## config.mk

```make
export PLATFORM = sky130hd
export DESIGN_NAME = psum_accum
export DESIGN_NICKNAME = d
export VERILOG_FILES = /design/src/rtl/psum_accum.sv
export SDC_FILE = /design/constraint.sdc
export NUM_CORES = 2
export LEC_CHECK = 0
export CORE_UTILIZATION = 50
export CTS_BUF_LIST = sky130_fd_sc_hd__clkbuf_8 sky130_fd_sc_hd__clkbuf_16
export DETAILED_ROUTE_END_ITERATION = 16
export PLACE_DENSITY_LB_ADDON = 0.08
export RECOVER_POWER = 25
export SYNTH_ARGS = -nofsm -noshare
export SYNTH_HDL_FRONTEND = slang
export SYNTH_SLANG_ARGS = --single-unit
```

## constraint.sdc

```tcl
create_clock -name CLK -period 5.46 [get_ports CLK]
set_clock_uncertainty 0.05 [all_clocks]
set_input_delay 1.092 -clock CLK [delete_from_list [all_inputs] [get_ports CLK]]
set_output_delay 1.092 -clock CLK [all_outputs]
set_load 0.01 [all_outputs]
```

## src/rtl/psum_accum.sv

```systemverilog
// rtl/psum_accum.sv - column partial-sum accumulator with valid/ready drain port
//
// Sits below the last PE row. Adds partial sums from successive weight passes
// into a per-address accumulator bank, then streams the bank out on request,
// clearing each entry as it is accepted.
//
// Ports:
//   CLK, RSTn                 clock (rising edge), asynchronous active-low reset
//   Psum_In / Addr_P_In       signed partial sum and its bank entry
//   Valid_P_In                beat accepted when nonzero
//   First_In                  with a valid beat: overwrite instead of accumulate
//   Drain_Req                 one-cycle request to stream the bank out
//   Out_Valid/Out_Ready       output handshake
//   Out_Addr/Out_Data         entry index and signed accumulated value
//   Busy                      high while draining
//   Drain_Done                one-cycle pulse after the last beat is accepted
//   Sat_Flag / Drop_Flag      sticky: accumulation saturated / beat dropped in drain

module psum_accum #(
  parameter int BIT_PSUM  = 32,
  parameter int BIT_ADDR  = 4,
  parameter int BIT_VALID = 1,
  parameter int BIT_ACC   = 40
) (
  input  logic                 CLK,
  input  logic                 RSTn,
  input  logic [BIT_PSUM-1:0]  Psum_In,
  input  logic [BIT_ADDR-1:0]  Addr_P_In,
  input  logic [BIT_VALID-1:0] Valid_P_In,
  input  logic                 First_In,
  input  logic                 Drain_Req,
  output logic                 Out_Valid,
  input  logic                 Out_Ready,
  output logic [BIT_ADDR-1:0]  Out_Addr,
  output logic [BIT_ACC-1:0]   Out_Data,
  output logic                 Busy,
  output logic                 Drain_Done,
  output logic                 Sat_Flag,
  output logic                 Drop_Flag
);

  localparam int DEPTH = 2 ** BIT_ADDR;

  typedef enum logic {
    ST_ACC   = 1'b0,
    ST_DRAIN = 1'b1
  } state_t;

  state_t              state, state_nxt;
  logic [BIT_ADDR-1:0] rd_ptr;
  logic [BIT_ACC-1:0]  acc [DEPTH];

  logic                beat_valid;
  logic                fire;
  logic                last_entry;
  logic [BIT_ACC-1:0]  acc_cur;
  logic [BIT_ACC-1:0]  psum_ext;
  logic [BIT_ACC:0]    sum_wide;
  logic                sum_ovf;
  logic [BIT_ACC-1:0]  sum_sat;

  assign beat_valid = |Valid_P_In;
  assign fire       = (state == ST_DRAIN) && Out_Ready;
  assign last_entry = (rd_ptr == BIT_ADDR'(DEPTH - 1));

  // Read-modify-write happens in one cycle, so a beat at the next edge to the
  // same address already sees this one without any forwarding.
  assign acc_cur  = acc[Addr_P_In];
  assign psum_ext = BIT_ACC'($signed(Psum_In));

  // One guard bit: the two top bits disagree exactly when the sum left range.
  assign sum_wide = {acc_cur[BIT_ACC-1], acc_cur} + {psum_ext[BIT_ACC-1], psum_ext};
  assign sum_ovf  = sum_wide[BIT_ACC] ^ sum_wide[BIT_ACC-1];
  always_comb begin
    sum_sat = sum_wide[BIT_ACC-1:0];
    if (sum_ovf) begin
      sum_sat = sum_wide[BIT_ACC] ? {1'b1, {(BIT_ACC-1){1'b0}}}
                                  : {1'b0, {(BIT_ACC-1){1'b1}}};
    end
  end

  // Outputs are decoded from registered state only.
  assign Out_Valid = (state == ST_DRAIN);
  assign Busy      = (state == ST_DRAIN);
  assign Out_Addr  = rd_ptr;
  assign Out_Data  = (state == ST_DRAIN) ? acc[rd_ptr] : '0;

  always_ff @(posedge CLK or negedge RSTn) begin
    if (!RSTn) begin
      state <= ST_ACC;
    end else begin
      state <= state_nxt;
    end
  end

  always_comb begin
    state_nxt = state;
    case (state)
      ST_ACC:   if (Drain_Req) state_nxt = ST_DRAIN;
      ST_DRAIN: if (fire && last_entry) state_nxt = ST_ACC;
      default:  state_nxt = ST_ACC;
    endcase
  end

  // rd_ptr wraps to zero on the last accepted beat, which keeps Out_Addr at
  // zero while accumulating.
  always_ff @(posedge CLK or negedge RSTn) begin
    if (!RSTn) begin
      rd_ptr     <= '0;
      Drain_Done <= 1'b0;
      Sat_Flag   <= 1'b0;
      Drop_Flag  <= 1'b0;
    end else begin
      Drain_Done <= fire && last_entry;
      if (state == ST_ACC) begin
        if (Drain_Req) rd_ptr <= '0;
        if (beat_valid && !First_In && sum_ovf) Sat_Flag <= 1'b1;
      end else begin
        if (fire) rd_ptr <= rd_ptr + BIT_ADDR'(1);
        if (beat_valid) Drop_Flag <= 1'b1;
      end
    end
  end

  always_ff @(posedge CLK or negedge RSTn) begin
    if (!RSTn) begin
      for (int i = 0; i < DEPTH; i++) acc[i] <= '0;
    end else if (state == ST_ACC) begin
      if (beat_valid) acc[Addr_P_In] <= First_In ? psum_ext : sum_sat;
    end else if (fire) begin
      acc[rd_ptr] <= '0;
    end
  end

endmodule

```

; Yosys cells after proc, flatten, opt, wreduce, memory -nomap -nowiden
; Cells that the tools add are included.
[classes]
mul = 0
div_mod_pow = 0
n_mux = 24
reduce_logical = 13
add_sub_neg = 2
n_shift = 0
eq_ne = 2
n_bitwise = 6
magnitude_cmp = 4
[ops]
columns = operator, count
row1 = $mux W640, 3
row2 = $and A640 B640 Y640, 1
row3 = $bwmux W640, 1
row4 = $not A640 Y640, 1
row5 = $mux W40, 10
row6 = $bmux W40 S4, 2
row7 = $demux W40 S4, 2
row8 = $add A40 B32 Y41, 1
row9 = $mux W4, 3
row10 = $ge A5 B5 Y1 const B, 2
row11 = $lt A5 B1 Y1 const B, 2
row12 = $not A4 Y5, 2
row13 = $reduce_and A2 Y1, 4
row14 = $logic_and A1 B1 Y1, 6
row15 = $add A4 B1 Y4 const B, 1
row16 = $eq A4 B4 Y1 const B, 1
row17 = $reduce_bool A2 Y1, 2
row18 = $mux W1, 2
row19 = $ne A2 B1 Y1 const B, 1
row20 = $pmux W1 S2, 1
row21 = $logic_not A1 Y1, 1
row22 = $not A1 Y1, 1
row23 = $xor A1 B1 Y1, 1
[totals]
mem_count = 0
regBits = 648
romBits = 0
input_bits = 42
latchBits = 0
mem_bits_rw = 0
wordCells = 72
output_inout_bits = 49

; Depth between registers and ports, before layout
[depth]
ltp_word = 11
depth_mapped = 18
depth_no_buf = 13

; Worst setup path before layout
; OpenSTA, ideal clock, no wires.
[synth_path]
kind = input-to-reg
start = in Addr_P_In[0]
end = reg acc[338] in the netlist's numbering
n_path_buf = 5
setup_time_ns = 0.133
t_required_ns = 5.277
path_slack_ns = -0.829
arrival_time_ns = 6.106
stages = 18
path_cell_list = clkbuf_1 > buf_1 > buf_1 > mux4_2 > mux4_2 > ha_1 > fa_1 > a211o_1 > a211oi_1 > or3_1 > a31oi_2 > o211ai_1 > nand3b_2 > buf_4 > nand2_1 > a22oi_1 > clkbuf_1 > o21ai_0
[synth_between]
elab_chain_cells = 11
elab_cells_between_ends = 17
classes_between = add/sub: 1 / order compare: 2 / mux: 11 / bitwise: 2 / reduce/logical: 1
[synth_lines]
columns = element, line
row1 = "start, declared", 28  ; input logic [BIT_ADDR-1:0] Addr_P_In,
row2 = $not A4 Y5 *, "68, 129"
row3 = $bmux W40 S4, 68  ; assign acc_cur = acc[Addr_P_In];
row4 = $mux W40 (not written as such) (2 in series), 68
row5 = $add A40 B32 Y41, 72  ; assign sum_wide = {acc_cur[BIT_ACC-1], acc_cur} + {psum_ext[BIT_ACC-1], psum_ext};
row6 = $mux W40 / $xor A1 B1 Y1 (equally long branches), "77, 73"
row7 = $mux W40, 76  ; if (sum_ovf) begin
row8 = $mux W40, 129  ; if (beat_valid) acc[Addr_P_In] <= First_In ? psum_ext : sum_sat;
row9 = $bwmux W640 *, 129
row10 = $mux W640 *, 129
row11 = $mux W640 *, 128  ; end else if (state == ST_ACC) begin
row12 = "end signal, assigned by index", 129
row13 = "end, declared", 51  ; logic [BIT_ACC-1:0] acc [DEPTH];
; Mark *: on every way between the ends. The rest lies on a longest branch, timed or not. The select of a mux whose other input is x is not followed.
; A chain may end at the register's enable or synchronous reset.

; Worst setup path after layout
[layout_path]
start = in Addr_P_In[0]
end = reg acc[191] in the netlist's numbering
; The elaborated chain is that of the path after synthesis.

==> impl_metrics.csv <==
group,metric,value,unit
route,routed_wl,140,mm
place,dp.cells,4350,
power_and_ir_drop,vdd_drop_max,0.334,mV
route,drc,0,
clocking,htree_levels,3,
sta,fin_ws,103,ps
sta,hold_slack,408,ps
power_and_ir_drop,power,14.7,mW
synth,synth.mux.area_fraction,25.1,%
synth,synth_most_common_cell,"nand2_1",
final_layout,fill_cells,5748,
synth,synth-edff-count,0,
route,ant_nets,0,
global_route,grt_pass1_vias,31300,
clocking,cts_tree,"done",
global_route,grt_usage,38.4,%
run_status,status,"complete, but fails checks",
global_route,antenna_found_initial,6,
final_layout,layout-drive-gt1-share,27.7,%
clocking,clk_latency,640,ps
synth,yosys-top-cells-area,"dfrtp_1 44%, mux4_2 25%, o21ai_0 7.3%",
final_layout,fin_area,43800,µm²
critical_path,critPathMaxFanout,16,
power_and_ir_drop,leakage,18.7,nW
synth,ys_warn_count,0,
sta,report.final.hold_viol_count,0,
sta,timing.final.crit_share,98.1,%
die,die_h,273,µm
synth,synth_seq_area_share,44.3,%
critical_path,cp-end-kind,"flip-flop",
critical_path,crit_chain,"buf_8 > buf_12 > buf_4 > mux4_2 > mux4_2 > ha_1 > buf_4 > and4_1 > nand2_1 > or3_1 > a31oi_4 > o21ai_1 > buf_4 > a21o_1 > o21ai_1 > buf_6 > nand2_1 > o21ai_0",
power_and_ir_drop,p_sw,4.91,mW
hold_path,hp-start,"Drop_Flag",
final_layout,seq_area,16200,µm²
place,placed_cell_area,41200,µm²
synth,synth_top_family_by_area,"multiplexers",
route,drt_iter0_drc,3654,
synth,yosysTopAreaCell,"dfrtp_1",
synth,netlist_instances,3243,
die,die_w,273,µm
sta,tightestPinTransition,2790,ps
place,place.gp.congestion,0.946,
power_and_ir_drop,combPwrFrac,27.3,%
synth,synth_seq_cells,648,
sta,post-route-min-period,5360,ps
sta,drv_slew,341,
critical_path,max_stage_delay,520,ps
power_and_ir_drop,swShare,33.4,%
synth,synth_compound_area_share,14.5,%
sta,setup_violations,0,
critical_path,cp_common_cell,"buf_4",
clocking,cts_hold_buf,0,
place,post-dp-hpwl,88.3,mm
synth,synthSimpleGateAreaFrac,10.3,%
power_and_ir_drop,internal_power,9.81,mW
die,num_rows,98,
sta,max_freq,187,MHz
power_and_ir_drop,power_density,336,nW/µm²
die,core,72000,µm²
final_layout,layout.cells.non_filler,4489,
route,dr.pass1.iters,5,
synth,synth_ff_type,"dfrtp_1",
place,portBuffers,90,
place,place_ws,-695,ps
synth,async_flop_share,100,%
clocking,clockBufferDepth,3,
die,die_area,74400,µm²
clocking,root_buffer,"clkbuf_16",
synth,yosys.area_share.adder,1.84,%
critical_path,worstSetupStartpointType,"input pin",
hold_path,hold_class,"flip-flop to flip-flop",
critical_path,worstPathRequired,5940,ps
critical_path,arrival,5830,ps
die,start_util,50.9,%
clocking,clkSlewWorstSetupHoldPaths,50,ps
critical_path,critPathSlowestCell,"mux4_2",
sta,slew-limit-headroom,-86.0,%
critical_path,startpoint,"Addr_P_In[0]",
critical_path,r2r_slack,620,ps
sta,fin_tns_setup,0,ps
final_layout,nets,3569,
die,io-pin-count,91,
run,drv_cap,5,
synth,syn_avg_cell_area,11.3,µm²
power_and_ir_drop,p_seq_share,38.3,%
route,dr_total_vias,30900,
synth,netlist_top_cells_count,"661 x nand2_1, 648 x dfrtp_1, 533 x o21ai_0, 400 x mux4_2, 236 x clkbuf_1",
clocking,numCtsBuffers,75,
clocking,cts_sinks,648,
final_layout,multi_input_area,19600,µm²
synth,synth_xor_area_share,0.717,%
global_route,grt_max_degree,142,
critical_path,worst-setup-path-type,"input pin to flip-flop",
final_layout,final_core_util,60.9,%
synth,syn_area,36600,µm²
final_layout,syn_to_final_growth,19.6,%
critical_path,r2r-start,"acc[160]",
synth,netlist-cell-type-count,78,
route,wl_per_cell,31.1,µm
global_route,overflow,0,
route,via_per_inst,6.88,
power_and_ir_drop,p_clk_share,34.3,%
global_route,grt_first_pass_wirelength,208,mm
synth,synth.net_count,3330,
synth,synth_top_area_share,44.3,%
run_status,violations,"capacitance limit, slew limit",
placed cells by master (no fill, tap or decap), types with 10 or more instances in the layout:
cell type | synthesis | final
nand3_1 | 33 | 33
o21ai_4 | 0 | 16
ha_1 | 44 | 43
nor3_1 | 19 | 17
mux4_2 | 400 | 400
buf_4 | 7 | 308
xnor2_1 | 18 | 18
a22o_1 | 81 | 81
clkinv_2 | 0 | 10
nand2_2 | 0 | 19
inv_1 | 9 | 24
a21oi_1 | 64 | 62
o21ai_0 | 533 | 531
a21o_1 | 18 | 18
clkdlybuf4s50_1 | 0 | 83
a22oi_1 | 22 | 16
xor2_1 | 12 | 12
nand4_1 | 13 | 13
clkbuf_8 | 0 | 21
dfrtp_1 | 648 | 644
nor2_1 | 76 | 72
buf_12 | 0 | 51
o21ai_1 | 51 | 37
and2_1 | 50 | 49
o31ai_1 | 36 | 36
nand2_1 | 661 | 642
clkbuf_16 | 0 | 76
nor2b_1 | 10 | 10
kinds of logic (layout without fill, tap and decap cells):
logic type,Yosys count,after routing
multiplexers,411,411
AO/OA/AOI/OAI,895,895
flip-flops,648,648
adder cells (fa/ha/maj),55,55
XOR/XNOR,30,30
AND/OR/NAND/NOR,902,902
buffers and inverters,302,595
other,0,3
state kept, by name (all words and copies together), names as in the netlist:
| name | flops |
|---|---|
| acc | 640 |
| Out_Addr | 4 |
| Busy | 1 |
| Drain_Done | 1 |
| Drop_Flag | 1 |
| Sat_Flag | 1 |
power by group through the flow:
stage,clock (mW),combinational (mW),sequential (mW)
3_3_place_gp,0,3.88,5.68
6_report,5.05,4.03,5.65
2_1_floorplan,0,2.40,5.42
4_1_cts,5.08,3.93,5.63
3_5_place_dp,0,3.92,5.71
5_1_grt,5.27,4.22,5.68
worst paths after layout:
kind / to / cells past startpoint
max in group asynchronous: acc[128] / 2
min reg2reg: Drop_Flag / 1
min: Drop_Flag / 1
max: acc[191] / 18
max reg2reg: acc[262] / 17
min in group asynchronous: acc[589] / 1
critical path, delay by kind of cell:
family	cells	cell delay (ps)
AOI/OAI and AO/OA	5	1210
buffers and inverters	6	1140
muxes	2	1040
and+or+nand+nor	4	920
adders and majority gates	1	370
metal layers:
layer	global-route usage (%)	up-vias	routed length, µm
li1	-	12600	-
met1	51.4	15800	52400
met2	58.4	2009	63800
met3	10.3	467	16000
met4	18.8	0	7670
met5	0	-	0
repair_timing:
item / 4_1_cts / 5_1_grt
pin swaps: 0 / 5
buffers inserted: 0 / 5
resized for setup: 1 / 18
endpoints found under the setup margin: 20 / 292
cell type report:
type	count	share of cell area (%)
Clock inverter	34	0.608
Clock buffer	97	5.00
Sequential cell	648	37.0
Timing Repair Buffer	454	9.70
Multi-Input combinational cell	2293	44.8
Inverter	10	0.0885
Antenna cell	3	0.0171
Tap cell	950	2.71
Note: power is estimated with default switching activity, not from simulation.
